## config.mk

```make
export PLATFORM = sky130hd
export DESIGN_NAME = usb_tx_packet_fsm
export DESIGN_NICKNAME = d
export VERILOG_FILES = /design/src/rtl/usb_tx_packet_fsm.sv
export SDC_FILE = /design/constraint.sdc
export NUM_CORES = 1
export LEC_CHECK = 0
export ABC_AREA = 1
export CORE_UTILIZATION = 55
export CTS_CLUSTER_SIZE = 16
export DETAILED_ROUTE_END_ITERATION = 12
export GPL_TIMING_DRIVEN = 0
export PLACE_DENSITY_LB_ADDON = 0.2
export SYNTH_ARGS = -nofsm -noshare
export SYNTH_HDL_FRONTEND = slang
export SYNTH_SLANG_ARGS = --single-unit
```

## constraint.sdc

```tcl
create_clock -name clk -period 3.5 [get_ports clk]
set_input_delay 0.525 -clock clk [delete_from_list [all_inputs] [get_ports clk]]
set_output_delay 0.525 -clock clk [all_outputs]
set_load 0.02 [all_outputs]
```

## src/rtl/usb_tx_packet_fsm.sv

```systemverilog
// USB TX packet controller: sequences SYNC, PID, payload, CRC16 and EOP around the bit timer,
// loading one byte into the serializer on each byte boundary and popping payload from the TX FIFO.
module usb_tx_packet_fsm #(
  parameter logic [7:0] SYNC_BYTE = 8'h80,
  parameter int         OCC_W     = 7
) (
  input  logic             clk,
  input  logic             n_rst,
  input  logic [2:0]       tx_packet,
  input  logic [7:0]       tx_packet_data,
  input  logic [OCC_W-1:0] buffer_occupancy,
  input  logic             byte_sent,
  input  logic             shift_enable,
  output logic             enable_timer,
  output logic [7:0]       tx_byte,
  output logic             load_byte,
  output logic             get_tx_packet_data,
  output logic             eop,
  output logic             tx_transfer_active,
  output logic             tx_error
);

  localparam logic [2:0] IDLE   = 3'd0;
  localparam logic [2:0] SYNC   = 3'd1;
  localparam logic [2:0] PID    = 3'd2;
  localparam logic [2:0] DATA   = 3'd3;
  localparam logic [2:0] CRC_LO = 3'd4;
  localparam logic [2:0] CRC_HI = 3'd5;
  localparam logic [2:0] EOP    = 3'd6;

  localparam logic [3:0] PID_DATA0 = 4'h3;
  localparam logic [3:0] PID_ACK   = 4'h2;
  localparam logic [3:0] PID_NAK   = 4'hA;
  localparam logic [3:0] PID_STALL = 4'hE;

  // Reflected CRC16 (poly 0xA001), one whole byte folded in LSB-first.
  function automatic logic [15:0] crc16_byte(input logic [15:0] crc_in, input logic [7:0] data);
    logic [15:0] c;
    c = crc_in;
    for (int i = 0; i < 8; i++) begin
      if ((c[0] ^ data[i]) == 1'b1) begin
        c = {1'b0, c[15:1]} ^ 16'hA001;
      end else begin
        c = {1'b0, c[15:1]};
      end
    end
    return c;
  endfunction

  logic [2:0]  state_r, state_s;
  logic [3:0]  pid_r, pid_s;
  logic [15:0] crc_r, crc_s;
  logic [1:0]  eop_cnt_r, eop_cnt_s;
  logic        byte_sent_q_r;
  logic        enable_timer_r, enable_timer_s;
  logic [7:0]  tx_byte_r, tx_byte_s;
  logic        load_byte_r, load_byte_s;
  logic        pop_r, pop_s;
  logic        eop_r, eop_s;
  logic        active_r;
  logic        tx_error_r, tx_error_s;
  logic        boundary_s;
  logic        occ_nz_s;

  assign boundary_s = byte_sent & ~byte_sent_q_r & enable_timer_r;
  assign occ_nz_s   = (buffer_occupancy != {OCC_W{1'b0}});

  // Next-state and next-output decode for the packet sequencer.
  always_comb begin
    state_s        = state_r;
    pid_s          = pid_r;
    crc_s          = crc_r;
    eop_cnt_s      = eop_cnt_r;
    enable_timer_s = enable_timer_r;
    tx_byte_s      = tx_byte_r;
    load_byte_s    = 1'b0;
    pop_s          = 1'b0;
    eop_s          = eop_r;
    tx_error_s     = 1'b0;
    case (state_r)
      IDLE: begin
        case (tx_packet)
          3'd1, 3'd2, 3'd3, 3'd4: begin
            case (tx_packet)
              3'd1:    pid_s = PID_DATA0;
              3'd2:    pid_s = PID_ACK;
              3'd3:    pid_s = PID_NAK;
              default: pid_s = PID_STALL;
            endcase
            state_s        = SYNC;
            tx_byte_s      = SYNC_BYTE;
            load_byte_s    = 1'b1;
            enable_timer_s = 1'b1;
            crc_s          = 16'hFFFF;
          end
          3'd5, 3'd6, 3'd7: tx_error_s = 1'b1;
          default:          state_s = IDLE;
        endcase
      end
      SYNC: begin
        if (boundary_s) begin
          state_s     = PID;
          tx_byte_s   = {~pid_r, pid_r};
          load_byte_s = 1'b1;
        end else begin
          state_s = SYNC;
        end
      end
      // PID and DATA share the "next payload byte or CRC" decision; handshakes go straight to EOP.
      PID, DATA: begin
        if (boundary_s) begin
          if ((state_r == PID) && (pid_r != PID_DATA0)) begin
            state_s   = EOP;
            eop_s     = 1'b1;
            eop_cnt_s = 2'd0;
          end else if (occ_nz_s) begin
            state_s     = DATA;
            tx_byte_s   = tx_packet_data;
            load_byte_s = 1'b1;
            pop_s       = 1'b1;
            crc_s       = crc16_byte(crc_r, tx_packet_data);
          end else begin
            state_s     = CRC_LO;
            tx_byte_s   = ~crc_r[7:0];
            load_byte_s = 1'b1;
          end
        end else begin
          state_s = state_r;
        end
      end
      CRC_LO: begin
        if (boundary_s) begin
          state_s     = CRC_HI;
          tx_byte_s   = ~crc_r[15:8];
          load_byte_s = 1'b1;
        end else begin
          state_s = CRC_LO;
        end
      end
      CRC_HI: begin
        if (boundary_s) begin
          state_s   = EOP;
          eop_s     = 1'b1;
          eop_cnt_s = 2'd0;
        end else begin
          state_s = CRC_HI;
        end
      end
      // Two SE0 bit-times, then one J bit-time before the timer is released.
      EOP: begin
        if (shift_enable) begin
          case (eop_cnt_r)
            2'd0: eop_cnt_s = 2'd1;
            2'd1: begin
              eop_cnt_s = 2'd2;
              eop_s     = 1'b0;
            end
            default: begin
              eop_cnt_s      = 2'd0;
              eop_s          = 1'b0;
              enable_timer_s = 1'b0;
              state_s        = IDLE;
            end
          endcase
        end else begin
          state_s = EOP;
        end
      end
      default: begin
        state_s        = IDLE;
        enable_timer_s = 1'b0;
        eop_s          = 1'b0;
        eop_cnt_s      = 2'd0;
      end
    endcase
  end

  // State and registered outputs.
  always_ff @(posedge clk or negedge n_rst) begin
    if (!n_rst) begin
      state_r        <= IDLE;
      pid_r          <= 4'h0;
      crc_r          <= 16'hFFFF;
      eop_cnt_r      <= 2'd0;
      byte_sent_q_r  <= 1'b0;
      enable_timer_r <= 1'b0;
      tx_byte_r      <= 8'h00;
      load_byte_r    <= 1'b0;
      pop_r          <= 1'b0;
      eop_r          <= 1'b0;
      active_r       <= 1'b0;
      tx_error_r     <= 1'b0;
    end else begin
      state_r        <= state_s;
      pid_r          <= pid_s;
      crc_r          <= crc_s;
      eop_cnt_r      <= eop_cnt_s;
      byte_sent_q_r  <= byte_sent;
      enable_timer_r <= enable_timer_s;
      tx_byte_r      <= tx_byte_s;
      load_byte_r    <= load_byte_s;
      pop_r          <= pop_s;
      eop_r          <= eop_s;
      active_r       <= (state_s != IDLE);
      tx_error_r     <= tx_error_s;
    end
  end

  assign enable_timer       = enable_timer_r;
  assign tx_byte            = tx_byte_r;
  assign load_byte          = load_byte_r;
  assign get_tx_packet_data = pop_r;
  assign eop                = eop_r;
  assign tx_transfer_active = active_r;
  assign tx_error           = tx_error_r;

endmodule

```

After elaboration in Yosys (flattened, before gate mapping)
Cells that the tools add are included.
Word-level totals
  register bits after elaboration: 40
  bits of input ports: 22
  output and inout port bits: 14
  logic and storage cells: 168
Operators by class
  eq/ne operators: 26
  multiplexer cells: 86
  bitwise operators: 24
  reduce and logical (&&, ||, !) cells: 20
Operator list (count)
  $mux 16: 40
  $mux 8: 6
  $pmux 16 s2: 1
  $pmux 8 s4: 1
  $not 2->3: 8
  $eq 3x3->1 const B: 7
  $ne 2x2->1 const B: 10
  $mux 1: 19
  $pmux 3 s6: 1
  $not 8->8: 2
  $mux 3: 5
  $eq 3x2->1 const B: 4
  $mux 2: 6
  $pmux 4 s3: 1
  $reduce_and 6->1: 2
  $reduce_and 5->1: 2
  $pmux 2 s4: 1
  $xor 1x1->1: 8
  $reduce_bool 7->1: 1
  $eq 3x1->1 const B: 2
  $pmux 1 s3: 2
  $pmux 3 s2: 1
  $reduce_or 2->1: 3
  $reduce_or 3->1: 2
  18 further kinds: 21

Depth between registers and ports, before layout
Gate-level depths: netlist of the first run.
  depth after elaboration: 48
  depth in mapped cells: 17
  mapped depth without buffers: 17

Worst setup path before layout of the first run
OpenSTA, ideal clock, no wires.
  path type: register to register
  from: register state_r[2]
  to: register eop_r (netlist: eop)
  setup time: 0.082 ns
  arrival time: 1.700 ns
  data required time: 3.418 ns
  setup slack: 1.719 ns
  stages on the path, launching flop included: 12
  path buffers: 0
  period minus slack after synthesis: 1.781 ns
  cells stage by stage: dfrtp_1 inv_1 ha_1 inv_2 nor2_1 inv_1 nand3_2 nor3_2 o21ai_1 clkinv_1 nor2_1 a31oi_1
On the way
  word-level cells in the longest chain between the ends: 4
  elaborated cells on any way between the ends: 18
  those cells by class: 11 x eq/ne; 1 x mux; 1 x bitwise; 5 x reduce/logical
Ends and longest elaborated chain
  start: declaration: RTL line 50  | logic [2:0] state_r, state_s;
  start signal: assignment: RTL line 194  | state_r <= state_s;
  $eq 3x2->1, or another cell as far along: RTL line 80, 112
  $reduce_or 2->1, or another cell as far along: RTL line 80  | case (state_r)
  $ne 2x2->1 (no line) / $not 1->1 (equally long branches)
  $reduce_and 6->1 (no line)
  end signal: assignment: RTL line 203  | eop_r <= eop_s;
  end: declaration: RTL line 59  | logic eop_r, eop_s;
Several ways; a longest one is shown, not always the timed one.
A chain may end at the register's enable or synchronous reset.

Final worst setup path of the first run
  from: input buffer_occupancy[0]
  to: register tx_byte_r[2] (netlist: tx_byte[2])
On the way
  word-level cells in the longest chain between the ends: 5
Ends and longest elaborated chain
  start: declaration: RTL line 11  | input logic [OCC_W-1:0] buffer_occupancy,
  $reduce_bool 7->1: RTL line 66  | assign occ_nz_s = (buffer_occupancy != {OCC_W{1'b0}});
  $mux 8: RTL line 116  | end else if (occ_nz_s) begin
  $mux 8: RTL line 112  | if ((state_r == PID) && (pid_r != PID_DATA0)) begin
  $mux 8: RTL line 111  | if (boundary_s) begin
  $pmux 8 s4: RTL line 80
  end signal: assignment: RTL line 200  | tx_byte_r <= tx_byte_s;
  end: declaration: RTL line 56  | logic [7:0] tx_byte_r, tx_byte_s;
No other way between the ends. The select of a mux whose other input is x is not followed.

==> reports/qor.csv, run 1 <==
stage,metric,value,unit
sta,setup slack after layout,1.35,ns
global_routing,GRT overflow,0,
finish,diodes inserted,0,
global_routing,grt met1 use,0.366,
finish,layout cell share with drive strength beyond 1,0.170,
flow_run,MaxCap Viol Count,0,
sta,hold_ws,0.342,ns
yosys,top post-synthesis cells by count,"73 x nand2_1, 48 x inv_1, 26 x nor2_1",
setup_path,CP startpoint,buffer_occupancy[0],
placed_design,# placed instances,394,
yosys,most common cell in the synthesized netlist,nand2_1,
setup_path,Setup CP Type,in -> reg,
finish,fin cells,402,
cts,Worst-Skew Late Latency,0.30,ns
yosys,Mapped Cells,309,
sta,"Hold Violations, Final",0,
floorplanning,IO Count,36,
sta,Relative slew margins,0.426,
cts,CTS resizes,0,
cts,CTS Sinks,40,
detailed_routing,post-DR vias/cell,5.27,
detailed_routing,initial drt markers,145,
setup_path,CP max FO,10,
yosys,Synth area leader,dfrtp_1,
sta,setup TNS,0,ns
global_routing,vias in the first global route,1972,
floorplanning,starting density of the core,0.595,
pwr,maximum vdd drop,0.229,mV
finish,Layout area overhead,21.0,%
yosys,"Seq/Total Area, Yosys",0.414,
cts,H-tree lvl count,2,
floorplanning,Die Footprint,4760,um2
run_status,status,finished clean,
global_routing,largest net degree at the start of global routing,41,
sta,RSZ-0062 raised after global routing,no,
sta,Final period util,0.615,
setup_path,Crit. End Element,register,
cts,hold_buf cts,0,
yosys,syn avg cell area,7.99,um2
global_routing,global-route wire length before repair,8910,um
setup_path,startpoint type of the worst setup path,input pin,
placed_design,HPWL Detailed,4140,um
finish,fillers,335,
yosys,#FFs+latches synth,40,
setup_path,reg2reg path depth,8,
yosys,top post-synthesis cells by area,"dfrtp_1 24%, dfstp_2 17%, nand2_1 11%",
cts,number of buffers created by CTS,5,
placed_design,DP Worst Slack,1.05,ns
sta,setup violators final,0,
detailed_routing,Via Count,2120,
detailed_routing,Pre-Repair DR Iteration Count,4,
sta,Pins Over Slew Limit,0,
global_routing,met2 Use GR,0.383,
global_routing,total global-route track usage,0.256,
yosys,post-synth net total,333,
detailed_routing,routed wire length,5300,um
global_routing,grt met3 use,0.0395,
floorplanning,Core ar.,4140,um2
yosys,Post-synth ARST share,1.00,
pwr,P per Cell Area,316,nW/um2
yosys,Unique masters post-synth,38,
cts,clock-pin transition on the worst setup and hold timing paths,0.08,ns
sta,Tmin final,2.15,ns
cts,"Setup Fix Bufs, Post-CTS",0,
setup_path,CP required,3.69,ns
yosys,"EDFF count, synth",0,
yosys,"Top FF cell, synth",dfrtp_1,
setup_path,Reg-to-Reg Start,state_r[2]$_DFF_PN0_,
floorplanning,Die H,69.0,um
hold_path,Worst Hold Class,in -> async,
pwr,Leak Pwr,0.00146,uW
detailed_routing,DRC,0,
detailed_routing,Final ANT Viol Nets,0,
sta,Final Skew,0.0136,ns
setup_path,WP data arrival,2.34,ns
placed_design,input/output buffers,35,
cts,CTS tree,done,
cts,CTS max path bufs,2,
placed_design,GPL Wtd Cong,0.856,
floorplanning,num rows,23,
global_routing,layer with the highest usage,met2,
global_routing,initial antenna violation count,0,
sta,slew at the pin closest to its max-slew limit,0.861,ns
yosys,Synth Cell Area,2470,um2
floorplanning,Chip Width,69.0,um
finish,Final nets,375,
yosys,post-synth top area share,0.243,
cts,Root Buffer,clkbuf_8,
sta,Fmax,464,MHz
yosys,Yosys warning total,0,
detailed_routing,drt wl/cell,13.2,um
## cells in the final DEF, fill, tap and decap left out, drive strengths merged
| master | Yosys | layout |
|---|---|---|
| o211ai | 3 | 3 |
| xor2 | 3 | 3 |
| xnor2 | 5 | 5 |
| o221ai | 8 | 8 |
| clkbuf | 2 | 7 |
| a32oi | 2 | 2 |
| o22ai | 1 | 1 |
| nor3 | 3 | 3 |
| clkdlybuf4s50 | 0 | 34 |
| nand3 | 12 | 12 |
| o31ai | 1 | 1 |
| dfstp | 16 | 16 |
| inv | 56 | 56 |
| a21oi | 16 | 16 |
| bufinv | 0 | 1 |
| o21ai | 18 | 18 |
| mux2 | 7 | 7 |
| clkinv | 1 | 3 |
| a22oi | 9 | 9 |
| dfrtp | 24 | 24 |
| a31oi | 2 | 2 |
| buf | 4 | 5 |
| nand2 | 75 | 75 |
| nor2 | 35 | 35 |
| nand4 | 4 | 4 |
| ha | 2 | 2 |
## stage by stage
step | total power, uW | instance area, um2 | utilization
floorplan | 533 | 2470 | -
global placement | 577 | 2880 | 0.695
detailed placement | 579 | 2880 | 0.694
CTS | 951 | 2990 | 0.721
global route | 986 | 2990 | 0.721
finish | 944 | 2990 | 0.721
## per-layer routing
metal,wire (um),up-vias
li1,-,1088
met1,2570,960
met2,2360,63
met3,267,9
met4,104,0
met5,0,-
## worst paths after layout
path                                           to  slack (ns)
setup / recovery           tx_byte[2]$_DFFE_PN0P_        1.35
hold / removal                 tx_error$_DFF_PN0_        0.34
setup reg to reg           tx_byte[2]$_DFFE_PN0P_        1.38
hold reg to reg            tx_byte[7]$_DFFE_PN0P_        0.49
max in group asynchronous    pid_r[3]$_DFFE_PN0P_        2.62
min in group clk           tx_byte[7]$_DFFE_PN0P_        0.49
## power by group
part	total, uW	switching [uW]	internal (uW)
logic	93.9	52.8	41.2
registers	477	4.66	472
clock network	373	162	211
total	944	219	725
## kinds of logic after synthesis
logic type                 share of synthesized area
xor gates and xnor gates                      0.0284
buffers and inverters                          0.104
adders and majority gates                     0.0101
muxes                                         0.0426
AOI/OAI and AO/OA                              0.160
and+or+nand+nor                                0.241
DFF                                            0.414
## final cells by class
cell class / count / area [um2] / area share
Buffer: 6 / 42.5 / 0.0142
Timing Repair Buffer: 35 / 345 / 0.116
Clock inverter: 3 / 42.5 / 0.0142
Clock buffer: 5 / 68.8 / 0.0230
Sequential cell: 40 / 1020 / 0.342
Tap cell: 50 / 62.6 / 0.0209
Multi-Input combinational cell: 206 / 1190 / 0.398
Inverter: 57 / 214 / 0.0716
## critical path: stages
cell and delay [ns]:
clkdlybuf4s50_1 0.40, nor3_1 0.18, nand3_1 0.18, clkbuf_1 0.26
o21ai_0 0.33, o221ai_1 0.18, mux2_4 0.28
## sequential cells by signal (all words and copies together), names as in the netlist
name,count
byte_sent_q_r,1
crc_r,16
enable_timer,1
eop,1
eop_cnt_r,2
get_tx_packet_data,1
load_byte,1
pid_r,4
state_r,3
tx_byte,8
tx_error,1
tx_transfer_active,1
Note: power is estimated with default switching activity, not from simulation.
==> run 2: changes to the inputs <==
--- a/config.mk
+++ b/config.mk
@@ -6,7 +6,7 @@
 export NUM_CORES = 1
 export LEC_CHECK = 0
 export ABC_AREA = 1
-export CORE_UTILIZATION = 55
+export CORE_UTILIZATION = 54
 export CTS_CLUSTER_SIZE = 16
 export DETAILED_ROUTE_END_ITERATION = 12
 export GPL_TIMING_DRIVEN = 0
==> constraint.sdc (replaced) <==
create_clock -name clk -period 2.2 [get_ports clk]
set_input_delay 0.33 -clock clk [delete_from_list [all_inputs] [get_ports clk]]
set_output_delay 0.33 -clock clk [all_outputs]
set_load 0.02 [all_outputs]
==> reports/qor.csv, run 2 (same netlist as run 1, synthesis figures left out) <==
stage,metric,value,unit
pwr,sw power,356,uW
cts,Root Buffer,clkbuf_8,
detailed_routing,post-DR vias/cell,5.40,
global_routing,vias in the first global route,2067,
flow_run,MaxCap Viol Count,0,
global_routing,initial antenna violation count,0,
finish,final core utilization,0.683,
floorplanning,Die H,69.6,um
floorplanning,Chip Width,69.6,um
global_routing,total global-route track usage,0.248,
sta,"Hold Violations, Final",0,
cts,CTS tree,done,
setup_path,reg2reg path depth,8,
floorplanning,num rows,24,
floorplanning,IO Count,36,
finish,diodes inserted,0,
setup_path,reg-to-reg endpoint,tx_byte[1]$_DFFE_PN0P_,
cts,Worst-Skew Late Latency,0.30,ns
detailed_routing,routed wire length,5370,um
sta,Tmin final,2.06,ns
cts,number of buffers created by CTS,5,
sta,Final Skew,0.00432,ns
sta,Final period util,0.938,
sta,Pins Over Slew Limit,0,
sta,Relative slew margins,0.425,
placed_design,HPWL Detailed,4160,um
pwr,Leak Pwr,0.00146,uW
setup_path,"slowest stage cell, crit path",dfrtp_2,
global_routing,largest net degree at the start of global routing,41,
cts,hold_buf cts,0,
setup_path,CP required,2.39,ns
setup_path,WP data arrival,2.25,ns
detailed_routing,Final ANT Viol Nets,0,
detailed_routing,drt wl/cell,13.3,um
placed_design,GPL Wtd Cong,0.876,
placed_design,input/output buffers,35,
setup_path,worst reg2reg setup slack,0.14,ns
hold_path,Worst Hold Class,in -> async,
finish,layout cell share with drive strength beyond 1,0.173,
detailed_routing,DRC,0,
cts,CTS max path bufs,2,
floorplanning,Core ar.,4380,um2
floorplanning,starting density of the core,0.563,
pwr,maximum vdd drop,0.335,mV
finish,Largest Register,crc_r,
global_routing,GRT overflow,0,
setup_path,critical path's largest stage delay,0.44,ns
run_status,status,finished clean,
finish,max FFs per register,16,
setup_path,startpoint type of the worst setup path,register,
sta,slew at the pin closest to its max-slew limit,0.863,ns
setup_path,CP top delay family,buffers and inverters,
setup_path,"Cell Chain, Critical Path",inv_1 > ha_1 > inv_2 > buf_2 > a21oi_1 > o21ai_0 > o221ai_1 > mux2_4,
pwr,Comb pwr share,0.097,
cts,H-tree lvl count,2,
sta,setup violators final,0,
cts,CTS Sinks,40,
floorplanning,Die Footprint,4840,um2
pwr,Switching Share,0.231,
sta,Fmax,485,MHz
cts,clock-pin transition on the worst setup and hold timing paths,0.08,ns
finish,Layout area overhead,21.4,%
detailed_routing,Pre-Repair DR Iteration Count,5,
detailed_routing,initial drt markers,169,
finish,fillers,364,
finish,Final nets,375,
pwr,register share of total power,0.493,
setup_path,Crit. End Element,register,
setup_path,CP bufs+invs,3,
sta,RSZ-0062 raised after global routing,no,
pwr,P per Cell Area,514,nW/um2
setup_path,Setup CP Type,reg -> reg,
finish,"most common cell after layout, fill and taps aside",nand2_1,
global_routing,global-route wire length before repair,9490,um
setup_path,Reg-to-Reg Start,state_r[2]$_DFF_PN0_,
pwr,Clock power frac,0.409,
finish,"commonest non-fill, non-tap cells in the layout","73 x nand2_1, 48 x inv_1, 34 x clkdlybuf4s50_1",
sta,hold_ws,0.127,ns
pwr,Int Power,1180,uW
setup_path,CP max FO,10,
detailed_routing,Via Count,2180,
run 2: cell count changes in the layout (fill, tap and decap cells not counted), sizes merged:
cell and change:
clkinv -1, clkbuf +1
run 2: per-stage QoR:
| step | instances | worst slack [ns] | setup TNS, ns | cell area (um2) | total power [uW] |
|---|---|---|---|---|---|
| 6_report | 404 | 0.137 | 0 | 3000 | 1540 |
| 5_1_grt | 404 | 0.0458 | 0 | 3000 | 1600 |
| 4_1_cts | 404 | 0.0944 | 0 | 2990 | 1550 |
| 3_5_place_dp | 396 | -0.0332 | -0.106 | 2880 | 921 |
| 3_3_place_gp | 396 | -0.193 | -4.66 | 2880 | 919 |
| 2_1_floorplan | 309 | 0.419 | 0 | 2470 | 847 |
run 2: worst max path at each step:
stage                               from                      to  slack (ns)  depth (start not counted)
floorplan           state_r[2]$_DFF_PN0_         eop$_DFFE_PN0P_        0.42                         11
global route        state_r[2]$_DFF_PN0_         eop$_DFFE_PN0P_        0.05                         11
finish              state_r[2]$_DFF_PN0_  tx_byte[1]$_DFFE_PN0P_        0.14                          8
CTS                 state_r[2]$_DFF_PN0_  tx_byte[1]$_DFFE_PN0P_        0.09                          8
detailed placement   buffer_occupancy[0]  tx_byte[2]$_DFFE_PN0P_       -0.03                          7
global placement                   n_rst  tx_byte[3]$_DFFE_PN0P_       -0.19                          1
run 2: power groups by stage:
stage | combinational, uW | sequential, uW | clock [uW]
floorplan | 77.6 | 770 | 0
global placement | 147 | 772 | 0
detailed placement | 149 | 772 | 0
CTS | 150 | 759 | 642
global route | 174 | 760 | 669
finish | 150 | 759 | 630
run 2: timing repair:
item	CTS	global route
resized for setup	0	1
endpoints found under the setup margin	0	4
buffers inserted	0	0
run 2: routing by layer:
layer / share of wire / routed length (um) / GRT usage / up-vias
met5: 0 / 0 / 0 / -
met3: 0.068 / 365 / 0.0538 / 8
li1: - / - / - / 1091
met1: 0.48 / 2560 / 0.352 / 999
met2: 0.44 / 2380 / 0.378 / 82
met4: 0.014 / 77 / 0.0748 / 0
run 2: area by class of cell:
class                   instances  area, um2  share of cell area
repair buffers                 35        345               0.115
plain buffers                   6       42.5              0.0142
clock buffers                   6       82.6              0.0276
well taps                      52       65.1              0.0217
flip-flops and latches         40       1020               0.341
clock inverters                 2       33.8              0.0113
multi-input cells             206       1190               0.397
inverters                      57        214              0.0714
